==> config.mk <==
export PLATFORM = sky130hd
export DESIGN_NAME = stream_to_axi_ax
export DESIGN_NICKNAME = d
export VERILOG_FILES = /design/src/rtl/ethhelper_pkg.sv /design/src/rtl/sync_fifo.sv /design/src/rtl/stream_to_axi_ax.sv
export SDC_FILE = /design/constraint.sdc
export NUM_CORES = 1
export LEC_CHECK = 0
export ABC_AREA = 0
export ABC_CLOCK_PERIOD_IN_PS = 5900
export CORE_ASPECT_RATIO = 1.75
export CORE_MARGIN = 3
export CORE_UTILIZATION = 45
export DETAILED_ROUTE_END_ITERATION = 6
export GPL_TIMING_DRIVEN = 0
export PLACE_DENSITY = 0.68
export SYNTH_ARGS = -nofsm -noshare
export SYNTH_HDL_FRONTEND = slang
export SYNTH_HIERARCHICAL = 1
export SYNTH_SLANG_ARGS = --single-unit
==> constraint.sdc <==
create_clock -name clk -period 5.9 [get_ports clk]
set_input_delay 1.18 -clock clk [delete_from_list [all_inputs] [get_ports clk]]
set_output_delay 1.18 -clock clk [all_outputs]
set_load 0.02 [all_outputs]
==> src/rtl/ethhelper_pkg.sv <==
// rtl/ethhelper_pkg.sv - shared record layout, replay FSM states and AXI encodings
package ethhelper_pkg;

  typedef enum logic [1:0] {
    ST_IDLE  = 2'd0,
    ST_WAIT  = 2'd1,
    ST_ISSUE = 2'd2
  } ax_state_e;

  localparam logic [1:0] AXI_BURST_INCR    = 2'b01;
  localparam logic [3:0] AXI_CACHE_BUF_MOD = 4'b0011;

  // Record layout, LSB first: addr, timestamp, len, id, type.
  // The snoop-side packer builds words with the same offsets.
  function automatic int rec_ts_lsb(input int addr_w);
    return addr_w;
  endfunction

  function automatic int rec_len_lsb(input int addr_w, input int timer_w);
    return addr_w + timer_w;
  endfunction

  function automatic int rec_id_lsb(input int addr_w, input int timer_w, input int len_w);
    return addr_w + timer_w + len_w;
  endfunction

  function automatic int rec_type_lsb(input int addr_w, input int timer_w, input int len_w,
                                      input int id_w);
    return addr_w + timer_w + len_w + id_w;
  endfunction

endpackage

==> src/rtl/sync_fifo.sv <==
// rtl/sync_fifo.sv - synchronous FIFO with registered full/empty and a level output
module sync_fifo #(
  parameter int WIDTH = 8,
  parameter int DEPTH = 4
) (
  input  logic                       clk,
  input  logic                       resetn,
  input  logic                       push,
  input  logic [WIDTH-1:0]           push_data,
  input  logic                       pop,
  output logic [WIDTH-1:0]           pop_data,
  output logic                       full,
  output logic                       empty,
  output logic [$clog2(DEPTH):0]     level
);

  localparam int AW = $clog2(DEPTH);

  logic [WIDTH-1:0] mem_q [DEPTH];
  logic [AW-1:0]    wr_ptr_q, wr_ptr_d;
  logic [AW-1:0]    rd_ptr_q, rd_ptr_d;
  logic [AW:0]      level_q, level_d;
  logic             full_q, full_d;
  logic             empty_q, empty_d;
  logic             do_push, do_pop;

  // Full/empty come from flops, so a pop never frees a slot for a same-cycle push.
  assign do_push  = push & ~full_q;
  assign do_pop   = pop & ~empty_q;
  assign pop_data = mem_q[rd_ptr_q];
  assign full     = full_q;
  assign empty    = empty_q;
  assign level    = level_q;

  // Next pointer, level and flag values.
  always_comb begin
    wr_ptr_d = wr_ptr_q;
    rd_ptr_d = rd_ptr_q;
    level_d  = level_q;
    if (do_push) wr_ptr_d = wr_ptr_q + 1'b1;
    if (do_pop)  rd_ptr_d = rd_ptr_q + 1'b1;
    case ({do_push, do_pop})
      2'b10:   level_d = level_q + 1'b1;
      2'b01:   level_d = level_q - 1'b1;
      default: level_d = level_q;
    endcase
    full_d  = (level_d == (AW+1)'(DEPTH));
    empty_d = (level_d == '0);
  end

  // Pointer and flag registers.
  always_ff @(posedge clk or negedge resetn) begin
    if (!resetn) begin
      wr_ptr_q <= '0;
      rd_ptr_q <= '0;
      level_q  <= '0;
      full_q   <= 1'b0;
      empty_q  <= 1'b1;
    end else begin
      wr_ptr_q <= wr_ptr_d;
      rd_ptr_q <= rd_ptr_d;
      level_q  <= level_d;
      full_q   <= full_d;
      empty_q  <= empty_d;
    end
  end

  // Storage array; contents are don't-care while empty, so no reset.
  always_ff @(posedge clk) begin
    if (do_push) mem_q[wr_ptr_q] <= push_data;
  end

endmodule

==> src/rtl/stream_to_axi_ax.sv <==
// rtl/stream_to_axi_ax.sv - replays captured AR/AW stream records as AXI4 address transactions
module stream_to_axi_ax
  import ethhelper_pkg::*;
#(
  parameter int                           DATA_WIDTH        = 128,
  parameter int                           ADDR_WIDTH        = 64,
  parameter int                           ID_WIDTH          = 32,
  parameter int                           BURST_LEN         = 8,
  parameter int                           LOCK_WIDTH        = 2,
  parameter int                           USER_WIDTH        = 64,
  parameter int                           STREAM_TYPE_WIDTH = 3,
  parameter logic [STREAM_TYPE_WIDTH-1:0] STREAM_TYPE       = '0,
  parameter int                           TIMER_WIDTH       = 20,
  parameter int                           FIFO_DEPTH        = 4,
  parameter logic [2:0]                   AXSIZE            = 3'b100
) (
  input  logic                          clk,
  input  logic                          resetn,
  input  logic [DATA_WIDTH-1:0]         stream_data,
  input  logic                          stream_valid,
  output logic                          stream_ready,
  input  logic                          pace_en,
  output logic [$clog2(FIFO_DEPTH):0]   fifo_level,
  output logic [15:0]                   drop_count,
  output logic [ID_WIDTH-1:0]           AXIM_axid,
  output logic [ADDR_WIDTH-1:0]         AXIM_axaddr,
  output logic [BURST_LEN-1:0]          AXIM_axlen,
  output logic [2:0]                    AXIM_axsize,
  output logic [1:0]                    AXIM_axburst,
  output logic [LOCK_WIDTH-1:0]         AXIM_axlock,
  output logic [3:0]                    AXIM_axcache,
  output logic [2:0]                    AXIM_axprot,
  output logic [3:0]                    AXIM_axregion,
  output logic [3:0]                    AXIM_axqos,
  output logic [USER_WIDTH-1:0]         AXIM_axuser,
  output logic                          AXIM_axvalid,
  input  logic                          AXIM_axready
);

  localparam int TS_LSB   = rec_ts_lsb(ADDR_WIDTH);
  localparam int LEN_LSB  = rec_len_lsb(ADDR_WIDTH, TIMER_WIDTH);
  localparam int ID_LSB   = rec_id_lsb(ADDR_WIDTH, TIMER_WIDTH, BURST_LEN);
  localparam int TYPE_LSB = rec_type_lsb(ADDR_WIDTH, TIMER_WIDTH, BURST_LEN, ID_WIDTH);
  localparam int ENTRY_W  = TYPE_LSB;
  localparam int REC_W    = TYPE_LSB + STREAM_TYPE_WIDTH;

  logic [ENTRY_W-1:0]     head;
  logic                   fifo_full, fifo_empty;
  logic                   type_match, stream_hs, push, pop;
  logic [TIMER_WIDTH-1:0] head_ts, delta;
  logic                   go;

  ax_state_e              state_q, state_d;
  logic [TIMER_WIDTH-1:0] elapsed_q, elapsed_d;
  logic [TIMER_WIDTH-1:0] ts_prev_q, ts_prev_d;
  logic                   have_prev_q, have_prev_d;
  logic [15:0]            drop_q, drop_d;

  // Bits above the type field carry nothing for this receiver.
  generate
    if (DATA_WIDTH > REC_W) begin : g_spare
      logic unused_spare;
      assign unused_spare = ^stream_data[DATA_WIDTH-1:REC_W];
    end
  endgenerate

  assign type_match   = (stream_data[TYPE_LSB +: STREAM_TYPE_WIDTH] == STREAM_TYPE);
  assign stream_ready = ~fifo_full;
  assign stream_hs    = stream_valid & stream_ready;
  assign push         = stream_hs & type_match;

  sync_fifo #(
    .WIDTH (ENTRY_W),
    .DEPTH (FIFO_DEPTH)
  ) u_fifo (
    .clk       (clk),
    .resetn    (resetn),
    .push      (push),
    .push_data (stream_data[ENTRY_W-1:0]),
    .pop       (pop),
    .pop_data  (head),
    .full      (fifo_full),
    .empty     (fifo_empty),
    .level     (fifo_level)
  );

  // Modular subtraction makes timestamp wrap transparent.
  assign head_ts = head[TS_LSB +: TIMER_WIDTH];
  assign delta   = head_ts - ts_prev_q;
  assign go      = ~pace_en | ~have_prev_q | (elapsed_q >= delta);

  // FSM state register.
  always_ff @(posedge clk or negedge resetn) begin
    if (!resetn) state_q <= ST_IDLE;
    else         state_q <= state_d;
  end

  // FSM next state: pace from IDLE/WAIT, hold ISSUE until accepted.
  always_comb begin
    state_d = state_q;
    case (state_q)
      ST_IDLE:  if (!fifo_empty) state_d = go ? ST_ISSUE : ST_WAIT;
      ST_WAIT:  if (go) state_d = ST_ISSUE;
      ST_ISSUE: if (AXIM_axready) state_d = ST_IDLE;
      default:  state_d = ST_IDLE;
    endcase
  end

  // FSM outputs: valid only in ISSUE, pop on address handshake.
  always_comb begin
    AXIM_axvalid = (state_q == ST_ISSUE);
    pop          = (state_q == ST_ISSUE) & AXIM_axready;
  end

  // Pacing state: elapsed counter, previous timestamp and its validity; drop counter.
  always_comb begin
    elapsed_d   = (elapsed_q == '1) ? elapsed_q : elapsed_q + 1'b1;
    ts_prev_d   = ts_prev_q;
    have_prev_d = have_prev_q;
    drop_d      = drop_q;
    if (pop) begin
      elapsed_d   = '0;
      ts_prev_d   = head_ts;
      have_prev_d = 1'b1;
    end else if (state_q == ST_IDLE && fifo_empty) begin
      have_prev_d = 1'b0;
    end
    if (stream_hs && !type_match && drop_q != 16'hFFFF) drop_d = drop_q + 16'd1;
  end

  // Pacing and drop registers.
  always_ff @(posedge clk or negedge resetn) begin
    if (!resetn) begin
      elapsed_q   <= '0;
      ts_prev_q   <= '0;
      have_prev_q <= 1'b0;
      drop_q      <= '0;
    end else begin
      elapsed_q   <= elapsed_d;
      ts_prev_q   <= ts_prev_d;
      have_prev_q <= have_prev_d;
      drop_q      <= drop_d;
    end
  end

  assign drop_count    = drop_q;
  assign AXIM_axid     = head[ID_LSB +: ID_WIDTH];
  assign AXIM_axlen    = head[LEN_LSB +: BURST_LEN];
  assign AXIM_axaddr   = head[ADDR_WIDTH-1:0];
  assign AXIM_axsize   = AXSIZE;
  assign AXIM_axburst  = AXI_BURST_INCR;
  assign AXIM_axlock   = '0;
  assign AXIM_axcache  = AXI_CACHE_BUF_MOD;
  assign AXIM_axprot   = '0;
  assign AXIM_axregion = '0;
  assign AXIM_axqos    = '0;
  assign AXIM_axuser   = '0;

endmodule

==> flow_summary.yaml <==
worst_setup_path:
  end_kind: "register"
  crit_arrival_ns: 6.06
  worstPathRequired_ns: 6.34
  cp-start-kind: "register"
  crit_path_max_fanout: 10
  criticalPathCategory: "register to register"
floorplanning:
  die_area_mm2: 0.05412
  ios: 344
  die_h_um: 305.5
  core_mm2: 0.05060
  rows: 109
  die_width_um: 177.1
  initial_utilization_pct: 45.59
cts:
  cts_buffers: 49
  clk_pin_slew_ns: 0.06
  clock_path_buffers: 3
  cts_sinks: 564
  htree_levels: 2
  holdBufCountCts: 0
  clockRootBuffer: "clkbuf_16"
  insertion_delay_ns: 0.57
  cts_tree: "yes"
yosys:
  synth_edf_count: 496
  ys_seq_area_share_pct: 71.96
  synthSimpleGateAreaFrac_pct: 3.634
  synth-xor-area-share_pct: 1.937
  synth-adder-area-share_pct: 2.669
  avgSynthCellArea_um2: 18.60
  muxShareOfSynthArea_pct: 12.38
  async_flop_share_pct: 12.06
  synth-seq-cells: 564
  yosysUniqueCellTypes: 62
  netlist_area_mm2: 0.02307
  synth_flop_cell: "edfxtp_1"
  synth_compound_area_share_pct: 3.005
  syn_inst: 1240
  ys.warnings.count: 6
  synth_top_family_by_area: "multiplexers"
detailed_routing:
  first_pass_iters: 5
  route.detailed.drc: 0
  dr_total_vias: 12100
  wl_per_cell_um: 20.96
  routed_wl_um: 49180
  avgViaCountPerCell: 5.158
  ant_nets: 0
  drt-initial-drc-count: 710
global_route:
  grt_max_degree: 68
  grt_pass1_wl_um: 76020
  grt_antenna_before_repair: 2
  grt_overflow_total: 0
  grt_usage_pct: 18.39
  first_global_vias: 12850
finish:
  fillerInstances: 3854
  drive_gt1_share_pct: 20.13
  final_common_cell: "edfxtp_1"
  mostFrequentLayoutCells: "496 x edfxtp_1, 255 x clkdlybuf4s50_1, 124 x mux4_2"
  utilization_pct: 56.89
  nets: 1821
  area.growth.synth_to_final_pct: 24.80
sta:
  worstMarginPinSlew_ns: 0.9423
  min_period_ns: 5.618
  skew_ns: 0.01739
  rsz0062_at_grt: "false"
  period_share_pct: 95.21
  drv_slew: 0
  relSlewSlack_pct: 37.18
  hold_violations: 0
  max_freq_mhz: 178.0
  fin_setup_tns_ns: 0
  setup_viol_count_final: 0
power_and_ir_drop:
  powerDensity_mw_per_mm2: 462.7
  vdd_ir_drop_max_mv: 0.4552
  p_leak_nw: 10.26
status:
  run_status: "complete, no violations"
placement:
  port_buffers: 256
  gp_congestion: 0.8582
  dp.final_hpwl_um: 33730
flow_run:
  maxCapViolations: 0
hold_path:
  hp-class: "primary input to asynchronous set/reset pin"
sequential cells by signal, indices dropped and copies added, names as in the netlist:
| signal | count |
|---|---|
| u_fifo/level | 3 |
| have_prev_q | 1 |
| elapsed_q | 20 |
| u_fifo/empty | 1 |
| u_fifo/full | 1 |
| drop_count | 16 |
| ts_prev_q | 20 |
| u_fifo/rd_ptr_q | 2 |
| u_fifo/mem_q | 496 |
| u_fifo/wr_ptr_q | 2 |
| state_q | 2 |
cells by family (layout without fill, tap and decap cells):
family | Yosys count | count (layout)
buf+inv | 164 | 519
mux | 130 | 130
simple gates | 168 | 168
fa+ha+maj | 48 | 48
flops | 564 | 564
compound gates | 113 | 113
other cells | 2 | 87
xor+xnor | 51 | 51
through the flow:
stage | area [um2] | hold slack (ns) | std cells | setup slack, ns | power [mW]
floorplan | 23380 | 0.4538 | 1324 | 0.6559 | 8.176
detailed placement | 27030 | 0.4827 | 2255 | 0.05172 | 10.02
finish | 28790 | 0.4134 | 2346 | 0.2823 | 13.32
global route | 28780 | 0.3868 | 2345 | 0.007650 | 14.05
CTS | 28780 | 0.3801 | 2345 | 0.008512 | 13.51
global placement | 26780 | 0.4717 | 2246 | -2.416 | 9.959
routing by layer:
metal	GRT usage [%]	wire, um	up-vias
met4	4.865	1147	4
met3	3.816	2761	73
met5	0	27	-
met1	20.01	16990	6201
li1	-	-	5490
met2	35.66	28260	332
where the power goes:
part / leakage [nW] / internal [mW] / total (mW) / switching (mW)
logic: 4.08 / 2.40 / 5.17 / 2.77
registers: 5.34 / 4.58 / 4.72 / 0.137
clock network: 0.832 / 2.04 / 3.43 / 1.40
Yosys cell counts, types with 9 or more instances:
library cell  count  area, um2
o21ai_0          35      175.2
a21o_1           12      90.09
ha_1             46      575.6
edfxtp_1        496      14890
dfrtp_1          67       1677
buf_2            16      80.08
nand2_1          57      214.0
nor2_1           41      153.9
buf_4            87      653.1
a21oi_1          34      170.2
inv_1            39      146.4
xor2_1           20      175.2
nand3_1          16      80.08
nand4_1          15      93.84
xnor2_1          31      271.5
mux4_2          124       2793
clkbuf_1          9      33.78
final timing paths:
| kind | start | end | slack (ns) | cells past startpoint |
|---|---|---|---|---|
| min in group clk | ts_prev_q[0] | ts_prev_q[0] | 0.50 | 2 |
| max in group asynchronous | resetn | u_fifo/empty | 4.90 | 2 |
| worst max-delay path | u_fifo/rd_ptr_q[1] | state_q[1] | 0.28 | 21 |
| worst min register to register | ts_prev_q[0] | ts_prev_q[0] | 0.50 | 2 |
| worst max register to register | u_fifo/rd_ptr_q[1] | state_q[1] | 0.28 | 21 |
| worst min-delay path | resetn | ts_prev_q[0] | 0.41 | 1 |
critical path: stages, from the launching register on:
cell      delay [ns]
dfrtp_1         0.32
buf_2           0.27
buf_2           0.35
clkbuf_4        0.35
mux4_2          0.35
inv_1           0.10
ha_1            0.17
inv_1           0.05
fa_1            0.42
a211oi_1        0.31
o211ai_1        0.20
a21oi_2         0.31
o221ai_1        0.18
a21oi_1         0.21
xor2_1          0.10
ha_1            0.19
a21o_1          0.17
a21o_1          0.17
a211o_1         0.31
nor4_1          0.31
o21ai_0         0.30
a32o_1          0.34
area by class of cell:
type,instances,area (um2),share of cell area (%)
buffer,124,863.3,2.999
clock buffer,64,1324,4.599
multi-input combinational,596,5787,20.10
tap,666,833.3,2.895
sequential,564,16600,57.66
timing repair buffer,265,2808,9.754
inverter,40,150.1,0.5216
antenna,1,2.502,0.008693
clock inverter,26,421.7,1.465
repair_timing:
item | 4_1_cts | 5_1_grt
buffers inserted | 0 | 0
setup endpoints to repair | 0 | 2
hold endpoints to repair | 0 | 0
resized for setup | 0 | 2
Note: power is estimated with default switching activity, not from simulation.
